--- config.mk ---
export PLATFORM = sky130hd
export DESIGN_NAME = mips_alu_flat
export DESIGN_NICKNAME = d
export VERILOG_FILES = /design/src/rtl/alu_pkg.sv /design/src/rtl/mips_alu_if.sv /design/src/rtl/alu_control.sv /design/src/rtl/mips_alu.sv /design/src/flat_wrapper.sv
export SDC_FILE = /design/constraint.sdc
export NUM_CORES = 1
export LEC_CHECK = 0
export ABC_AREA = 1
export CORE_ASPECT_RATIO = 1.75
export CORE_MARGIN = 2
export CORE_UTILIZATION = 25
export CTS_CLUSTER_DIAMETER = 150
export DETAILED_ROUTE_END_ITERATION = 8
export GPL_TIMING_DRIVEN = 0
export HOLD_SLACK_MARGIN = 0.03
export PLACE_DENSITY = 0.52
export SLEW_MARGIN = 20
export SYNTH_ARGS = -nofsm -noshare
export SYNTH_HDL_FRONTEND = slang
export SYNTH_SLANG_ARGS = --single-unit
--- constraint.sdc ---
create_clock -name clk -period 5.3 [get_ports clk]
set_input_delay 0.795 -clock clk [delete_from_list [all_inputs] [get_ports clk]]
set_output_delay 0.795 -clock clk [all_outputs]
set_load 0.02 [all_outputs]
--- src/rtl/alu_pkg.sv ---
// ----------------------------------------------------------------------------
// alu_pkg
// Shared definitions for the Minisys-style MIPS execute-stage ALU:
//   - datapath width
//   - I-type opcode and R-type funct encodings handled by the ALU
//   - ALUOp encodings driven by the main decoder
//   - internal operation enum produced by alu_control
// ----------------------------------------------------------------------------
package alu_pkg;

    localparam int DATA_WIDTH = 32;

    // I-type ALU opcodes (001xxx)
    localparam logic [5:0] OP_ADDI  = 6'b001000;
    localparam logic [5:0] OP_ADDIU = 6'b001001;
    localparam logic [5:0] OP_SLTI  = 6'b001010;
    localparam logic [5:0] OP_SLTIU = 6'b001011;
    localparam logic [5:0] OP_ANDI  = 6'b001100;
    localparam logic [5:0] OP_ORI   = 6'b001101;
    localparam logic [5:0] OP_XORI  = 6'b001110;
    localparam logic [5:0] OP_LUI   = 6'b001111;

    // R-type funct codes
    localparam logic [5:0] F_SLL  = 6'b000000;
    localparam logic [5:0] F_SRL  = 6'b000010;
    localparam logic [5:0] F_SRA  = 6'b000011;
    localparam logic [5:0] F_SLLV = 6'b000100;
    localparam logic [5:0] F_SRLV = 6'b000110;
    localparam logic [5:0] F_SRAV = 6'b000111;
    localparam logic [5:0] F_JR   = 6'b001000;
    localparam logic [5:0] F_ADD  = 6'b100000;
    localparam logic [5:0] F_ADDU = 6'b100001;
    localparam logic [5:0] F_SUB  = 6'b100010;
    localparam logic [5:0] F_SUBU = 6'b100011;
    localparam logic [5:0] F_AND  = 6'b100100;
    localparam logic [5:0] F_OR   = 6'b100101;
    localparam logic [5:0] F_XOR  = 6'b100110;
    localparam logic [5:0] F_NOR  = 6'b100111;
    localparam logic [5:0] F_SLT  = 6'b101010;
    localparam logic [5:0] F_SLTU = 6'b101011;

    // ALUOp from the main decoder; 2'b11 is unused and behaves like MEM (add)
    localparam logic [1:0] ALUOP_MEM  = 2'b00;
    localparam logic [1:0] ALUOP_BR   = 2'b01;
    localparam logic [1:0] ALUOP_FUNC = 2'b10;

    typedef enum logic [3:0] {
        ALU_ADD,
        ALU_SUB,
        ALU_AND,
        ALU_OR,
        ALU_XOR,
        ALU_NOR,
        ALU_SLT,
        ALU_SLTU,
        ALU_SLL,
        ALU_SRL,
        ALU_SRA,
        ALU_LUI,
        ALU_ZERO
    } alu_op_e;

endpackage

--- src/rtl/mips_alu_if.sv ---
// ----------------------------------------------------------------------------
// mips_alu_if
// Bundle of the ALU's operand, control and result signals.
//   master : the decode side (drives operands/controls, observes results)
//   slave  : the ALU itself
// Signals: Read_A, Read_B, Read_I, Shamt, ALUSrc, I_format, opcode, funct,
//          ALUOp (to ALU); ALU_Result, Zero, debug (from ALU).
// ----------------------------------------------------------------------------
interface mips_alu_if #(
    parameter int WIDTH = 32
);
    logic [WIDTH-1:0] Read_A;
    logic [WIDTH-1:0] Read_B;
    logic [WIDTH-1:0] Read_I;
    logic [4:0]       Shamt;
    logic             ALUSrc;
    logic             I_format;
    logic [5:0]       opcode;
    logic [5:0]       funct;
    logic [1:0]       ALUOp;
    logic [WIDTH-1:0] ALU_Result;
    logic             Zero;
    logic [WIDTH-1:0] debug;

    modport master (
        output Read_A, Read_B, Read_I, Shamt, ALUSrc, I_format, opcode, funct, ALUOp,
        input  ALU_Result, Zero, debug
    );

    modport slave (
        input  Read_A, Read_B, Read_I, Shamt, ALUSrc, I_format, opcode, funct, ALUOp,
        output ALU_Result, Zero, debug
    );
endinterface

--- src/rtl/alu_control.sv ---
// ----------------------------------------------------------------------------
// alu_control
// Decodes ALUOp / I_format / opcode / funct into the internal ALU operation.
// Ports:
//   ALUOp, I_format, opcode, funct : decoder inputs
//   op        : operation to perform
//   shift_var : 1 -> shift amount comes from A[4:0] (sllv/srlv/srav)
//   zero_ext  : 1 -> operand B is zero-extended from its low 16 bits
// ----------------------------------------------------------------------------
module alu_control
    import alu_pkg::*;
(
    input  logic [1:0] ALUOp,
    input  logic       I_format,
    input  logic [5:0] opcode,
    input  logic [5:0] funct,
    output alu_op_e    op,
    output logic       shift_var,
    output logic       zero_ext
);

    always_comb begin
        // NOTE: every output gets a default before the case so no path leaves
        // it unassigned, which would otherwise infer a latch.
        op        = ALU_ZERO;
        shift_var = 1'b0;
        zero_ext  = 1'b0;

        unique case (ALUOp)
            ALUOP_BR: op = ALU_SUB;
            ALUOP_FUNC: begin
                if (I_format) begin
                    case (opcode)
                        OP_ADDI, OP_ADDIU: op = ALU_ADD;
                        OP_SLTI:           op = ALU_SLT;
                        OP_SLTIU:          op = ALU_SLTU;
                        OP_ANDI: begin op = ALU_AND; zero_ext = 1'b1; end
                        OP_ORI:  begin op = ALU_OR;  zero_ext = 1'b1; end
                        OP_XORI: begin op = ALU_XOR; zero_ext = 1'b1; end
                        OP_LUI:            op = ALU_LUI;
                        default:           op = ALU_ZERO;
                    endcase
                end else begin
                    case (funct)
                        F_ADD, F_ADDU: op = ALU_ADD;
                        F_SUB, F_SUBU: op = ALU_SUB;
                        F_AND:         op = ALU_AND;
                        F_OR:          op = ALU_OR;
                        F_XOR:         op = ALU_XOR;
                        F_NOR:         op = ALU_NOR;
                        F_SLT:         op = ALU_SLT;
                        F_SLTU:        op = ALU_SLTU;
                        F_SLL:         op = ALU_SLL;
                        F_SRL:         op = ALU_SRL;
                        F_SRA:         op = ALU_SRA;
                        F_SLLV: begin op = ALU_SLL; shift_var = 1'b1; end
                        F_SRLV: begin op = ALU_SRL; shift_var = 1'b1; end
                        F_SRAV: begin op = ALU_SRA; shift_var = 1'b1; end
                        // jr produces no ALU result
                        default:       op = ALU_ZERO;
                    endcase
                end
            end
            // ALUOP_MEM and the unused 2'b11 both add
            default: op = ALU_ADD;
        endcase
    end

endmodule

--- src/rtl/mips_alu.sv ---
// ----------------------------------------------------------------------------
// mips_alu
// Execute-stage ALU of the single-cycle MIPS CPU.
// Ports:
//   clk  : system clock, rising edge
//   rst  : asynchronous active-low reset; clears only the debug register
//   bus  : mips_alu_if.slave -- operands/controls in; ALU_Result and Zero
//          (combinational) plus debug (ALU_Result registered each clk) out
// ----------------------------------------------------------------------------
module mips_alu
    import alu_pkg::*;
#(
    parameter int WIDTH = DATA_WIDTH
)(
    input  logic        clk,
    input  logic        rst,
    mips_alu_if.slave   bus
);

    alu_op_e          op;
    logic             shift_var;
    logic             zero_ext;
    logic [WIDTH-1:0] a;
    logic [WIDTH-1:0] b_sel;
    logic [WIDTH-1:0] b;
    logic [4:0]       shamt;
    logic [WIDTH-1:0] result;
    logic [WIDTH-1:0] debug_q;

    alu_control u_control (
        .ALUOp     (bus.ALUOp),
        .I_format  (bus.I_format),
        .opcode    (bus.opcode),
        .funct     (bus.funct),
        .op        (op),
        .shift_var (shift_var),
        .zero_ext  (zero_ext)
    );

    assign a     = bus.Read_A;
    assign b_sel = bus.ALUSrc ? bus.Read_I : bus.Read_B;
    // andi/ori/xori use the raw 16-bit immediate, not the sign-extended one
    assign b     = zero_ext ? {{(WIDTH-16){1'b0}}, b_sel[15:0]} : b_sel;
    assign shamt = shift_var ? a[4:0] : bus.Shamt;

    always_comb begin
        result = '0;
        unique case (op)
            ALU_ADD:  result = a + b;
            ALU_SUB:  result = a - b;
            ALU_AND:  result = a & b;
            ALU_OR:   result = a | b;
            ALU_XOR:  result = a ^ b;
            ALU_NOR:  result = ~(a | b);
            ALU_SLT:  result = {{(WIDTH-1){1'b0}}, $signed(a) < $signed(b)};
            ALU_SLTU: result = {{(WIDTH-1){1'b0}}, a < b};
            ALU_SLL:  result = b << shamt;
            ALU_SRL:  result = b >> shamt;
            ALU_SRA:  result = $unsigned($signed(b) >>> shamt);
            ALU_LUI:  result = {b[15:0], {(WIDTH-16){1'b0}}};
            default:  result = '0;
        endcase
    end

    assign bus.ALU_Result = result;
    assign bus.Zero       = (result == '0);

    always_ff @(posedge clk or negedge rst) begin
        // NOTE: registered state uses non-blocking assignments so every flop
        // samples the pre-edge value regardless of statement order.
        if (!rst) debug_q <= '0;
        else      debug_q <= result;
    end

    assign bus.debug = debug_q;

endmodule

--- src/flat_wrapper.sv ---
// flat-port wrapper written by rule: the top's interface ports become plain ports
module mips_alu_flat import alu_pkg::*;
#(
    parameter int WIDTH = DATA_WIDTH
)
  (clk, rst, bus_Read_A, bus_Read_B, bus_Read_I, bus_Shamt, bus_ALUSrc, bus_I_format, bus_opcode, bus_funct, bus_ALUOp, bus_ALU_Result, bus_Zero, bus_debug);
  mips_alu_if #(.WIDTH(WIDTH)) bus_i ();
  input  logic clk;
  input  logic rst;
  input wire logic [$bits(bus_i.Read_A)-1:0] bus_Read_A;
  input wire logic [$bits(bus_i.Read_B)-1:0] bus_Read_B;
  input wire logic [$bits(bus_i.Read_I)-1:0] bus_Read_I;
  input wire logic [$bits(bus_i.Shamt)-1:0] bus_Shamt;
  input wire logic [$bits(bus_i.ALUSrc)-1:0] bus_ALUSrc;
  input wire logic [$bits(bus_i.I_format)-1:0] bus_I_format;
  input wire logic [$bits(bus_i.opcode)-1:0] bus_opcode;
  input wire logic [$bits(bus_i.funct)-1:0] bus_funct;
  input wire logic [$bits(bus_i.ALUOp)-1:0] bus_ALUOp;
  output wire logic [$bits(bus_i.ALU_Result)-1:0] bus_ALU_Result;
  output wire logic [$bits(bus_i.Zero)-1:0] bus_Zero;
  output wire logic [$bits(bus_i.debug)-1:0] bus_debug;
  assign bus_i.Read_A = bus_Read_A;
  assign bus_i.Read_B = bus_Read_B;
  assign bus_i.Read_I = bus_Read_I;
  assign bus_i.Shamt = bus_Shamt;
  assign bus_i.ALUSrc = bus_ALUSrc;
  assign bus_i.I_format = bus_I_format;
  assign bus_i.opcode = bus_opcode;
  assign bus_i.funct = bus_funct;
  assign bus_i.ALUOp = bus_ALUOp;
  assign bus_ALU_Result = bus_i.ALU_Result;
  assign bus_Zero = bus_i.Zero;
  assign bus_debug = bus_i.debug;
  mips_alu #(.WIDTH(WIDTH)) u_core (.clk(clk), .rst(rst), .bus(bus_i));
endmodule
==> run_results.csv <==
group,metric,value,unit
outcome,status,"finished with violations",
outcome,failed_checks,"negative setup slack",
cts,cts_tree,"built",
final_layout,fin_nets,2917,
route,antenna_left,0,
timing,min_period_over_period,101,%
power_and_ir_drop,switching_power,2.03,mW
route,viasPerCell,5.53,
cts,clk_pin_slew,50,ps
setup_path,path_cells,"clkdlybuf4s50_1 > inv_1 > nand2_1 > nand3_1 > nand3_1 > nand2_1 > inv_1 > nor2_1 > a21oi_2 > nand2_1 > buf_2 > o21ai_0 > nor3_2 > nand2_1 > nor2_1 > nand2_1 > nor2_2 > nand3_1 > nor2_1 > buf_4",
cts,cts-root-buf,"clkbuf_16",
power_and_ir_drop,max-vdd-ir-drop,0.193,mV
floorplanning,die-height,298,um
synth,avgSynthCellArea,5.08,um2
timing,whs,575,ps
setup_path,max_stage_delay,540,ps
worst_hold_path,hold_path_class,"in -> async",
power_and_ir_drop,clkPwrFrac,9.8,%
floorplanning,rows,107,
synth,synth_nets,2648,
global_route,grtUsageTotal,36.2,%
place,hpwl,76.9,mm
timing,setup_viol,1,
floorplanning,start_util,25.3,%
setup_path,crit_type,"in -> out",
power_and_ir_drop,p_comb_share,80.9,%
synth,ys_ff_latch,32,
synth,postSynthCellCount,2424,
final_layout,syn_to_final_growth,43.1,%
final_layout,final_cell_mix,"nand2_1, nand3_1, inv_1, nor2_1, clkdlybuf4s50_1",
floorplanning,boundaryPins,184,
setup_path,path_common_cell,"nand2_1",
timing,relSlewSlack,46.5,%
timing,finalHoldViolCount,0,
synth,ys_seq_area_share,6.51,%
cts,numCtsBuffers,5,
setup_path,slowest_stage,"clkdlybuf4s50_1",
floorplanning,die_w,172,um
route,drt_wl_total,94.3,mm
route,vias,18533,
setup_path,cp-start-kind,"primary input",
global_route,grt_overflow,0,
route,drc,0,
setup_path,worstPathMaxFanout,10,
timing,worst_slack,-30.9,ps
final_layout,largest_register_ffs,32,
power_and_ir_drop,p_per_area,202,mW/mm2
global_route,grt_pass1_vias,18463,
power_and_ir_drop,p_sw_share,57.2,%
route,wire_per_inst,28.2,um
synth,yosysUniqueCellTypes,47,
timing,timing.fmax,0.188,GHz
floorplanning,die-area,0.0511,mm2
route,initialDrtViolationCount,1947,
final_layout,drive_above_1_share,19.9,%
final_layout,layout_commonest_cell,"nand2_1",
global_route,antenna_found_initial,4,
setup_path,crit_buf_inv,5,
timing,rsz0062_at_grt,"yes",
synth,yosys.area.top_type,"nand2_1",
synth,netlist_area,0.0123,mm2
cts,clock-sinks,32,
synth,synth_warnings,0,
power_and_ir_drop,seqPwrFrac,9.3,%
global_route,grt_start_max_net_pins,33,
place,io_buffers,182,
place,place_ws,-2420,ps
timing,worst-slew-pin-transition,802,ps
place,gp_congestion,1.08,
cts,cts_max_level,2,
setup_path,cp.arrival,4540,ps
power_and_ir_drop,leakagePower,8.73,nW
run,cap_violations,0,
global_route,grt_pass1_wl,130,mm
timing,period_needed,5330,ps
setup_path,cpLargestDelayFamily,"simple AND/OR/NAND/NOR gates",
power_and_ir_drop,finalPower,3.55,mW
floorplanning,core_area,0.0486,mm2
route,first_pass_iters,6,
synth,synth.area.top_cells,"nand2_1, nand3_1, ha_1, inv_1, nor2_1",
power_and_ir_drop,p_int,1.52,mW
synth,yosys.area.top_type_share,24.6,%
setup_path,end_kind,"output port",
setup_path,cp_data_required_time,4510,ps
cts,clk_path_buf_depth,2,
setup_path,startpoint,"bus_funct[1]",
timing,setup-tns-final,-30.9,ps
timing,finalMaxSlewViolations,0,
timing repair:
action | 4_1_cts | 5_1_grt
setup buffers | 42 | 53
hold buffers | 0 | 0
endpoints found under the setup margin | 47 | 33
resized for setup | 276 | 248
cloned | 1 | 0
pin swaps | 27 | 68
synth_stat cells, drive strengths merged:
| cell | n |
|---|---|
| nand2 | 817 |
| nand3b | 5 |
| dfrtp | 32 |
| a22oi | 2 |
| inv | 281 |
| nor2 | 268 |
| a21oi | 86 |
| a221oi | 1 |
| a31oi | 2 |
| o21ai | 94 |
| buf | 69 |
| and2 | 2 |
| ha | 103 |
| nand4 | 36 |
| or2 | 24 |
| o211ai | 10 |
| o221ai | 1 |
| nor3 | 19 |
| o21a | 1 |
| o21bai | 11 |
| clkbuf | 32 |
| nand3 | 479 |
| a31o | 1 |
| nor4 | 2 |
| fa | 2 |
| xor2 | 25 |
| clkinv | 2 |
| a21boi | 4 |
| a21o | 5 |
| o22ai | 8 |
cells by family (layout without fill, tap and decap cells):
logic type	count (synthesis)	in the layout	synth area share, %
simple gates	1652	1652	57.7
other cells	0	1	0
fa+ha+maj	105	105	10.8
xor+xnor	25	25	1.78
compound gates	226	226	10.5
buf+inv	384	654	12.8
flops	32	32	6.51
metrics by stage:
stage	util [%]	instances	cell area (um2)
finish	36.2	3349	17600
global route	36.2	3348	17600
CTS	33.6	3299	16300
detailed placement	30.8	3260	15000
global placement	30.8	3260	14900
floorplan	-	2424	12300
cell type report:
type	count	area [um2]
Antenna cell	1	2.50
Buffer	85	547
Clock buffer	7	153
Clock inverter	1	30.0
Fill cell	5507	31000
Inverter	283	1090
Multi-Input combinational cell	2008	11500
Sequential cell	32	801
Tap cell	654	818
Timing Repair Buffer	278	2640
how the worst max path moves through the flow:
stage / depth (start not counted) / endpoint / slack (ps)
detailed placement: 25 / bus_Zero / -2420
floorplan: 22 / bus_Zero / 460
global route: 28 / bus_Zero / -270
CTS: 23 / bus_Zero / -150
global placement: 25 / bus_Zero / -2370
finish: 20 / bus_Zero / -30
power groups by stage:
stage | Sequential (mW) | Combinational [mW] | Clock, mW
6_report | 0.331 | 2.87 | 0.348
5_1_grt | 0.338 | 2.99 | 0.366
4_1_cts | 0.332 | 2.59 | 0.353
3_5_place_dp | 0.336 | 2.41 | 0
3_3_place_gp | 0.334 | 2.42 | 0
2_1_floorplan | 0.428 | 1.16 | 0
metal layers:
layer  vias to the layer above  share of wire (%)  routed length (um)  track usage, %
li1                       8364                  -                   -               -
met1                      8606                 31               29400            33.3
met2                      1062                 48               45400            62.6
met3                       501                5.9                5580            6.57
met4                         0                 15               13900            39.9
met5                         -                  0                   0               0
Power figures use the tool's default switching activity.
